`config.mk`:
```
export PLATFORM = sky130hd
export DESIGN_NAME = input_feed_controller
export DESIGN_NICKNAME = d
export VERILOG_FILES = /design/src/rtl/input_feed_controller.sv
export SDC_FILE = /design/constraint.sdc
export NUM_CORES = 1
export LEC_CHECK = 0
export ABC_AREA = 1
export ABC_CLOCK_PERIOD_IN_PS = 3650
export CORE_AREA = 2 2 213 215
export CTS_BUF_LIST = sky130_fd_sc_hd__clkbuf_8
export CTS_CLUSTER_SIZE = 25
export DETAILED_ROUTE_END_ITERATION = 16
export DIE_AREA = 0 0 215 217
export SETUP_SLACK_MARGIN = 0.3
export SLEW_MARGIN = 20
export SYNTH_ARGS = -nofsm -noshare
export SYNTH_HDL_FRONTEND = slang
export SYNTH_SLANG_ARGS = --single-unit
```
`constraint.sdc`:
```
create_clock -name clk -period 3.65 [get_ports clk]
set_clock_uncertainty 0.1 [all_clocks]
set_input_delay 0.5475 -clock clk [delete_from_list [all_inputs] [get_ports clk]]
set_output_delay 0.5475 -clock clk [all_outputs]
set_load 0.03 [all_outputs]
```
`src/rtl/input_feed_controller.sv`:
```
// input_feed_controller: sequences one operand stream into the 8x8 skew parser, then drains it with zero beats
module input_feed_controller #(
  parameter int DATA_WIDTH = 16,
  parameter int ROWS       = 8,
  parameter int CNT_W      = 16,
  parameter int DRAIN_FULL = 10,
  parameter int DRAIN_TILE = 3
) (
  input  logic                       clk,
  input  logic                       rst,
  input  logic                       start,
  input  logic [CNT_W-1:0]           k_len,
  input  logic                       tile_req,
  input  logic                       s_valid,
  output logic                       s_ready,
  input  logic [ROWS*DATA_WIDTH-1:0] s_data_0,
  input  logic [ROWS*DATA_WIDTH-1:0] s_data_1,
  input  logic                       pe_stall,
  output logic                       par_enable,
  output logic                       par_tile,
  output logic [ROWS*DATA_WIDTH-1:0] par_in_0,
  output logic [ROWS*DATA_WIDTH-1:0] par_in_1,
  output logic                       busy,
  output logic                       done
);
  localparam int DCW = $clog2(DRAIN_FULL + 1);
  typedef enum logic [1:0] {IDLE, FEED, DRAIN, DONE} state_t;
  state_t           state_q, state_d;
  logic [CNT_W-1:0] beat_cnt_q, beat_cnt_d;
  logic [DCW-1:0]   drain_cnt_q, drain_cnt_d;
  logic             par_tile_q, par_tile_d;
  logic             feed_go, drain_go;
  assign feed_go    = (state_q == FEED) && s_valid && !pe_stall;
  assign drain_go   = (state_q == DRAIN) && !pe_stall;
  assign s_ready    = (state_q == FEED) && !pe_stall;
  assign par_enable = feed_go || drain_go;
  assign par_tile   = par_tile_q;
  assign par_in_0   = (state_q == FEED) ? s_data_0 : '0;
  assign par_in_1   = (state_q == FEED && par_tile_q) ? s_data_1 : '0;
  assign busy       = (state_q == FEED) || (state_q == DRAIN);
  assign done       = (state_q == DONE);
  // next state: counters only move on cycles that actually enable the parser
  always_comb begin
    state_d     = state_q;
    beat_cnt_d  = beat_cnt_q;
    drain_cnt_d = drain_cnt_q;
    par_tile_d  = par_tile_q;
    case (state_q)
      IDLE: if (start) begin
        state_d    = (k_len == '0) ? DONE : FEED;
        beat_cnt_d = k_len;
        par_tile_d = (k_len == '0) ? par_tile_q : tile_req;
      end
      FEED: if (feed_go) begin
        beat_cnt_d = beat_cnt_q - CNT_W'(1);
        if (beat_cnt_q == CNT_W'(1)) begin
          state_d     = DRAIN;
          drain_cnt_d = par_tile_q ? DCW'(DRAIN_TILE) : DCW'(DRAIN_FULL);
        end
      end
      DRAIN: if (drain_go) begin
        drain_cnt_d = drain_cnt_q - DCW'(1);
        state_d     = (drain_cnt_q == DCW'(1)) ? DONE : DRAIN;
      end
      default: begin
        state_d    = IDLE;
        par_tile_d = 1'b0;
      end
    endcase
  end
  // state, counters and tile select registers
  always_ff @(posedge clk) begin
    if (rst) begin
      state_q     <= IDLE;
      beat_cnt_q  <= '0;
      drain_cnt_q <= '0;
      par_tile_q  <= 1'b0;
    end else begin
      state_q     <= state_d;
      beat_cnt_q  <= beat_cnt_d;
      drain_cnt_q <= drain_cnt_d;
      par_tile_q  <= par_tile_d;
    end
  end
endmodule

```
## After elaboration in Yosys (flattened, before gate mapping)

Index checks and enable logic that the tools add are counted.

- Add/subtract/negate cells: 2
- Equality and inequality tests: 10
- Mux-type cells: 20
- Bitwise logic cells: 1
- Reductions and logical operators: 17

Operators by type and width:

| operator | count |
|---|---|
| $mux 128 | 2 |
| $mux 16 | 2 |
| $pmux 16 s2 | 1 |
| $eq 16x1->1 const B | 1 |
| $logic_not 16->1 | 1 |
| $mux 4 | 4 |
| $sub 16x1->16 const B | 1 |
| $mux 2 | 5 |
| $ne 2x2->1 const B | 4 |
| $pmux 4 s2 | 1 |
| $reduce_and 4->1 | 2 |
| $pmux 2 s3 | 1 |
| $reduce_and 3->1 | 2 |
| $logic_and 1x1->1 | 5 |
| $eq 2x2->1 const B | 2 |
| $eq 4x1->1 const B | 1 |
| $reduce_bool 2->1 | 2 |
| $sub 4x1->4 const B | 1 |
| $mux 1 | 3 |
| $eq 2x1->1 const B | 1 |
| $logic_not 2->1 | 1 |
| $logic_or 1x1->1 | 2 |
| $ne 2x1->1 const B | 1 |
| $pmux 1 s2 | 1 |
| 3 further kinds | 3 |

- Register bits: 23
- Input bits: 278
- Word-level logic and storage cells: 54

## Depth between registers and ports, before layout

- Word-level depth: 5
- Gate-level depth with buffers: 11
- Gate-level depth less buffers: 11

## Worst setup path after synthesis

OpenSTA, ideal clock, no wires.

- Path kind: reg2out
- Start: register state_q[1]
- End: output port par_in_1[100]
- Arrival time: 1,582 ps
- Data required time: 3,002 ps
- Setup slack: 1,420 ps
- Cell stages (with the launch flop): 8
- Cell sequence: dfxtp_1 -> inv_1 -> ha_1 -> buf_2 -> nand2_1 -> clkbuf_1 -> buf_2 -> nor2_1

- Word-level cells in the longest chain between the ends: 3

RTL lines:

| element | line | text |
|---|---|---|
| start: declaration | 28 | `state_t state_q, state_d;` |
| start signal: assignment | 79 | `state_q <= state_d;` |
| $eq 2x1->1 | 39 | `assign par_in_1 = (state_q == FEED && par_tile_q) ? s_data_1 : '0;` |
| $logic_and 1x1->1 | 39 |  |
| $mux 128 | 39 |  |
| end: declaration | 22 | `output logic [ROWS*DATA_WIDTH-1:0] par_in_1,` |

No other way between the ends.

## Worst setup path after layout

- Start: register state_q[1]
- End: output port par_in_0[16]

- Word-level cells in the longest chain between the ends: 2

RTL lines:

| element | line | text |
|---|---|---|
| $eq 2x1->1 | 38 | `assign par_in_0 = (state_q == FEED) ? s_data_0 : '0;` |
| $mux 128 | 38 |  |
| end: declaration | 21 | `output logic [ROWS*DATA_WIDTH-1:0] par_in_0,` |

No other way between the ends.

==> impl_metrics.env <==
export IMPL_outcome="finished clean"
export IMPL_cts_tree="yes"
export IMPL_slew_viol_final=0
export IMPL_p_int_uw=2040
export IMPL_synthAdderAreaFrac_pct=2.61
export IMPL_power_frac_seq_pct=9.6
export IMPL_viasPerCell=3.26
export IMPL_drt_iter0_markers=251
export IMPL_crit_required_ns=3.00
export IMPL_vias=6325
export IMPL_synthTopCellsByCount="285 x inv_1, 207 x nand2_1, 172 x nor2_1"
export IMPL_die_area_sq_mm=0.0467
export IMPL_worst_pin_slew_ns=0.769
export IMPL_drt_wl_total_microns=22300
export IMPL_ys_flop_type="dfxtp_1"
export IMPL_period_minus_slack_ns=3.13
export IMPL_netlist_area_sq_mm=0.00384
export IMPL_synth_mux_area_fraction_pct=0
export IMPL_post_cts_buffers=0
export IMPL_rows=78
export IMPL_dieWidth_microns=215
export IMPL_syn_to_final_growth_pct=159
export IMPL_switching_power_uw=2710
export IMPL_synth_seq_cells=23
export IMPL_portBuffers=538
export IMPL_drv_cap=0
export IMPL_synth_async_reset_ratio_pct=0
export IMPL_yosys_area_share_simple_pct=44.3
export IMPL_hold_viol_final=0
export IMPL_cts_root_buf="clkbuf_8"
export IMPL_avgSynthCellArea_sq_um=4.64
export IMPL_hpwl_microns=19300
export IMPL_antenna_found_initial=2
export IMPL_finalCritPeriodShare_pct=85.8
export IMPL_synth_xor_area_share_pct=0.456
export IMPL_rsz0062_at_grt="no"
export IMPL_cts_hold_buffers=0
export IMPL_synth_edf_count=0
export IMPL_synth_most_common_cell="inv_1"
export IMPL_syn_inst=827
export IMPL_post_place_ws_ns=0.806
export IMPL_initial_utilization_pct=8.59
export IMPL_crit_path_max_fanout=78
export IMPL_worst_setup_path_start_kind="register"
export IMPL_arrival_ns=2.49
export IMPL_hp_class="reg -> reg"
export IMPL_crit_path_end_kind="output pin"
export IMPL_synth_top_area_share_pct=27.9
export IMPL_nFillCells=5026
export IMPL_layout_drive_gt1_share_pct=3.43
export IMPL_drc=0
export IMPL_grt_pass1_vias=5688
export IMPL_switching_share_pct=57.1
export IMPL_worst_slack_ns=0.517
export IMPL_antenna_left=0
export IMPL_dr_pass1_iters=5
export IMPL_synth_top_family_by_area="simple AND/OR/NAND/NOR gates"
export IMPL_synth_compound_area_share_pct=7.24
export IMPL_die_h_microns=217
export IMPL_leakage_uw=0.00517
export IMPL_numCtsBuffers=3
export IMPL_r2r_start="state_q[1]"
export IMPL_peakVddDrop_mv=0.326
export IMPL_fin_nets=1627
export IMPL_path_class="reg -> out"
export IMPL_ys_warn_count=0
export IMPL_htreeDepth=1
export IMPL_coreArea_sq_mm=0.0447
export IMPL_yosysSeqAreaShare_pct=12.0
export IMPL_max_clock_freq_mhz=319
export IMPL_clock_sinks=23
export IMPL_clk_pin_slew_ns=0.09
export IMPL_post_drt_wl_per_cell_microns=11.5
export IMPL_relSlewSlack_pct=48.7
export IMPL_grt_max_degree=79
export IMPL_p_per_area_mw_per_mm2=477
export IMPL_power_frac_comb_pct=86.8
export IMPL_gp_congestion=0.932
export IMPL_io_pin_count=539
export IMPL_clockPowerShare_pct=3.6
export IMPL_tns_ns=0
export IMPL_finalSetupViolCount=0
export IMPL_clkLatencyLatePin_ns=0.27
export IMPL_startpoint="state_q[1]"
export IMPL_cts_buffer_depth=2
export IMPL_synth_cell_type_count=36
export IMPL_grt_pass1_wl_microns=32400
export IMPL_netlist_top_cells_area="inv_1 28%, nand2_1 20%, nor2_1 17%, dfxtp_1 12%, buf_2 3.8%"
export IMPL_min_from="beat_cnt_q[14]"
export IMPL_yosysTopAreaCell="inv_1"
export IMPL_grt_usage_pct=8.58
export IMPL_syn_nets=1113
export IMPL_post_cts_resized=0
export IMPL_grt_ovfl_total=0
path summary, 6_finish.rpt:
path	depth (start not counted)	end	slack, ns
worst max-delay path	6	par_in_0[16]	0.52
worst min register to register	2	beat_cnt_q[14]	0.39
worst min-delay path	2	beat_cnt_q[14]	0.39
worst max register to register	9	beat_cnt_q[5]	1.48
per-layer routing:
| metal | up-vias | global-route usage, % | wire length (microns) |
|---|---|---|---|
| met4 | 2 | 0.529 | 133 |
| met2 | 276 | 15.4 | 11100 |
| met3 | 12 | 1.86 | 1730 |
| met1 | 2757 | 11.0 | 9300 |
| met5 | - | 0 | 13 |
| li1 | 3278 | - | - |
power groups by stage:
stage / clock, uW / sequential (uW) / combinational, uW
floorplan: 0 / 437 / 2600
global placement: 0 / 457 / 4130
detailed placement: 0 / 460 / 4150
CTS: 176 / 456 / 4170
global route: 183 / 471 / 4490
finish: 169 / 456 / 4120
placed cells by master (no fill, tap or decap):
master | Yosys | layout
o31ai_2 | 1 | 1
nand3_2 | 1 | 1
inv_2 | 2 | 2
o21ai_2 | 2 | 2
nor2_2 | 8 | 8
or2_4 | 1 | 1
nor3_1 | 1 | 1
inv_6 | 1 | 1
nand2_2 | 3 | 3
inv_1 | 285 | 285
o21ai_0 | 9 | 9
o21ai_1 | 12 | 12
ha_4 | 0 | 1
nor3_2 | 1 | 1
nand2_4 | 2 | 3
o22ai_1 | 2 | 2
ha_1 | 8 | 7
nor2_4 | 2 | 2
nor2_1 | 172 | 172
nand4_1 | 2 | 2
nand2_1 | 207 | 206
or2_2 | 2 | 2
a211oi_1 | 1 | 1
and2_1 | 1 | 1
xor2_1 | 2 | 2
a21oi_1 | 15 | 15
clkdlybuf4s50_1 | 0 | 535
dfxtp_1 | 23 | 23
a21oi_2 | 4 | 4
a31oi_1 | 2 | 2
buf_4 | 1 | 6
nand3_1 | 17 | 17
nand3b_1 | 2 | 2
clkinv_2 | 0 | 1
buf_12 | 0 | 4
diode_2 | 0 | 1
clkbuf_8 | 0 | 3
cells by family (layout without fill, tap and decap cells):
kind of cell	Yosys count	after routing
DFF	23	23
xor gates and xnor gates	2	2
other	0	1
adders and majority gates	8	8
buffers and inverters	324	837
AOI/OAI and AO/OA	48	48
and+or+nand+nor	422	422
through the flow:
stage / util (%) / total power (uW) / hold slack (ns) / cells / cell area (sq um)
3_5_place_dp: 22.1 / 4610 / 0.380 / 1936 / 9890
5_1_grt: 22.2 / 5140 / 0.421 / 1940 / 9940
6_report: 22.2 / 4750 / 0.393 / 1941 / 9940
3_3_place_gp: 22.1 / 4580 / 0.368 / 1936 / 9890
2_1_floorplan: - / 3040 / 0.357 / 827 / 3840
4_1_cts: 22.2 / 4800 / 0.394 / 1940 / 9940
registers in the layout (all words and copies together) (netlist names):
signal / cells
par_tile: 1
drain_cnt_q: 4
beat_cnt_q: 16
state_q: 2
worst max-delay path, cell delays in order, from the launching register on:
cell             delay, ns
dfxtp_1               0.35
inv_1                 0.12
ha_4                  0.17
buf_4                 0.57
nand2_1               0.22
inv_1                 0.09
clkdlybuf4s50_1       0.66
layout make-up:
type	instances	area [sq um]	share of cell area (%)
Timing Repair Buffer	545	5480	55.1
Multi-Input combinational cell	480	2120	21.3
Inverter	288	1090	10.9
Tap cell	600	751	7.55
Sequential cell	23	460	4.63
Clock buffer	3	41.3	0.415
Clock inverter	1	5.00	0.0503
Antenna cell	1	2.50	0.0252
No activity file was read; power rests on OpenSTA's default activity.
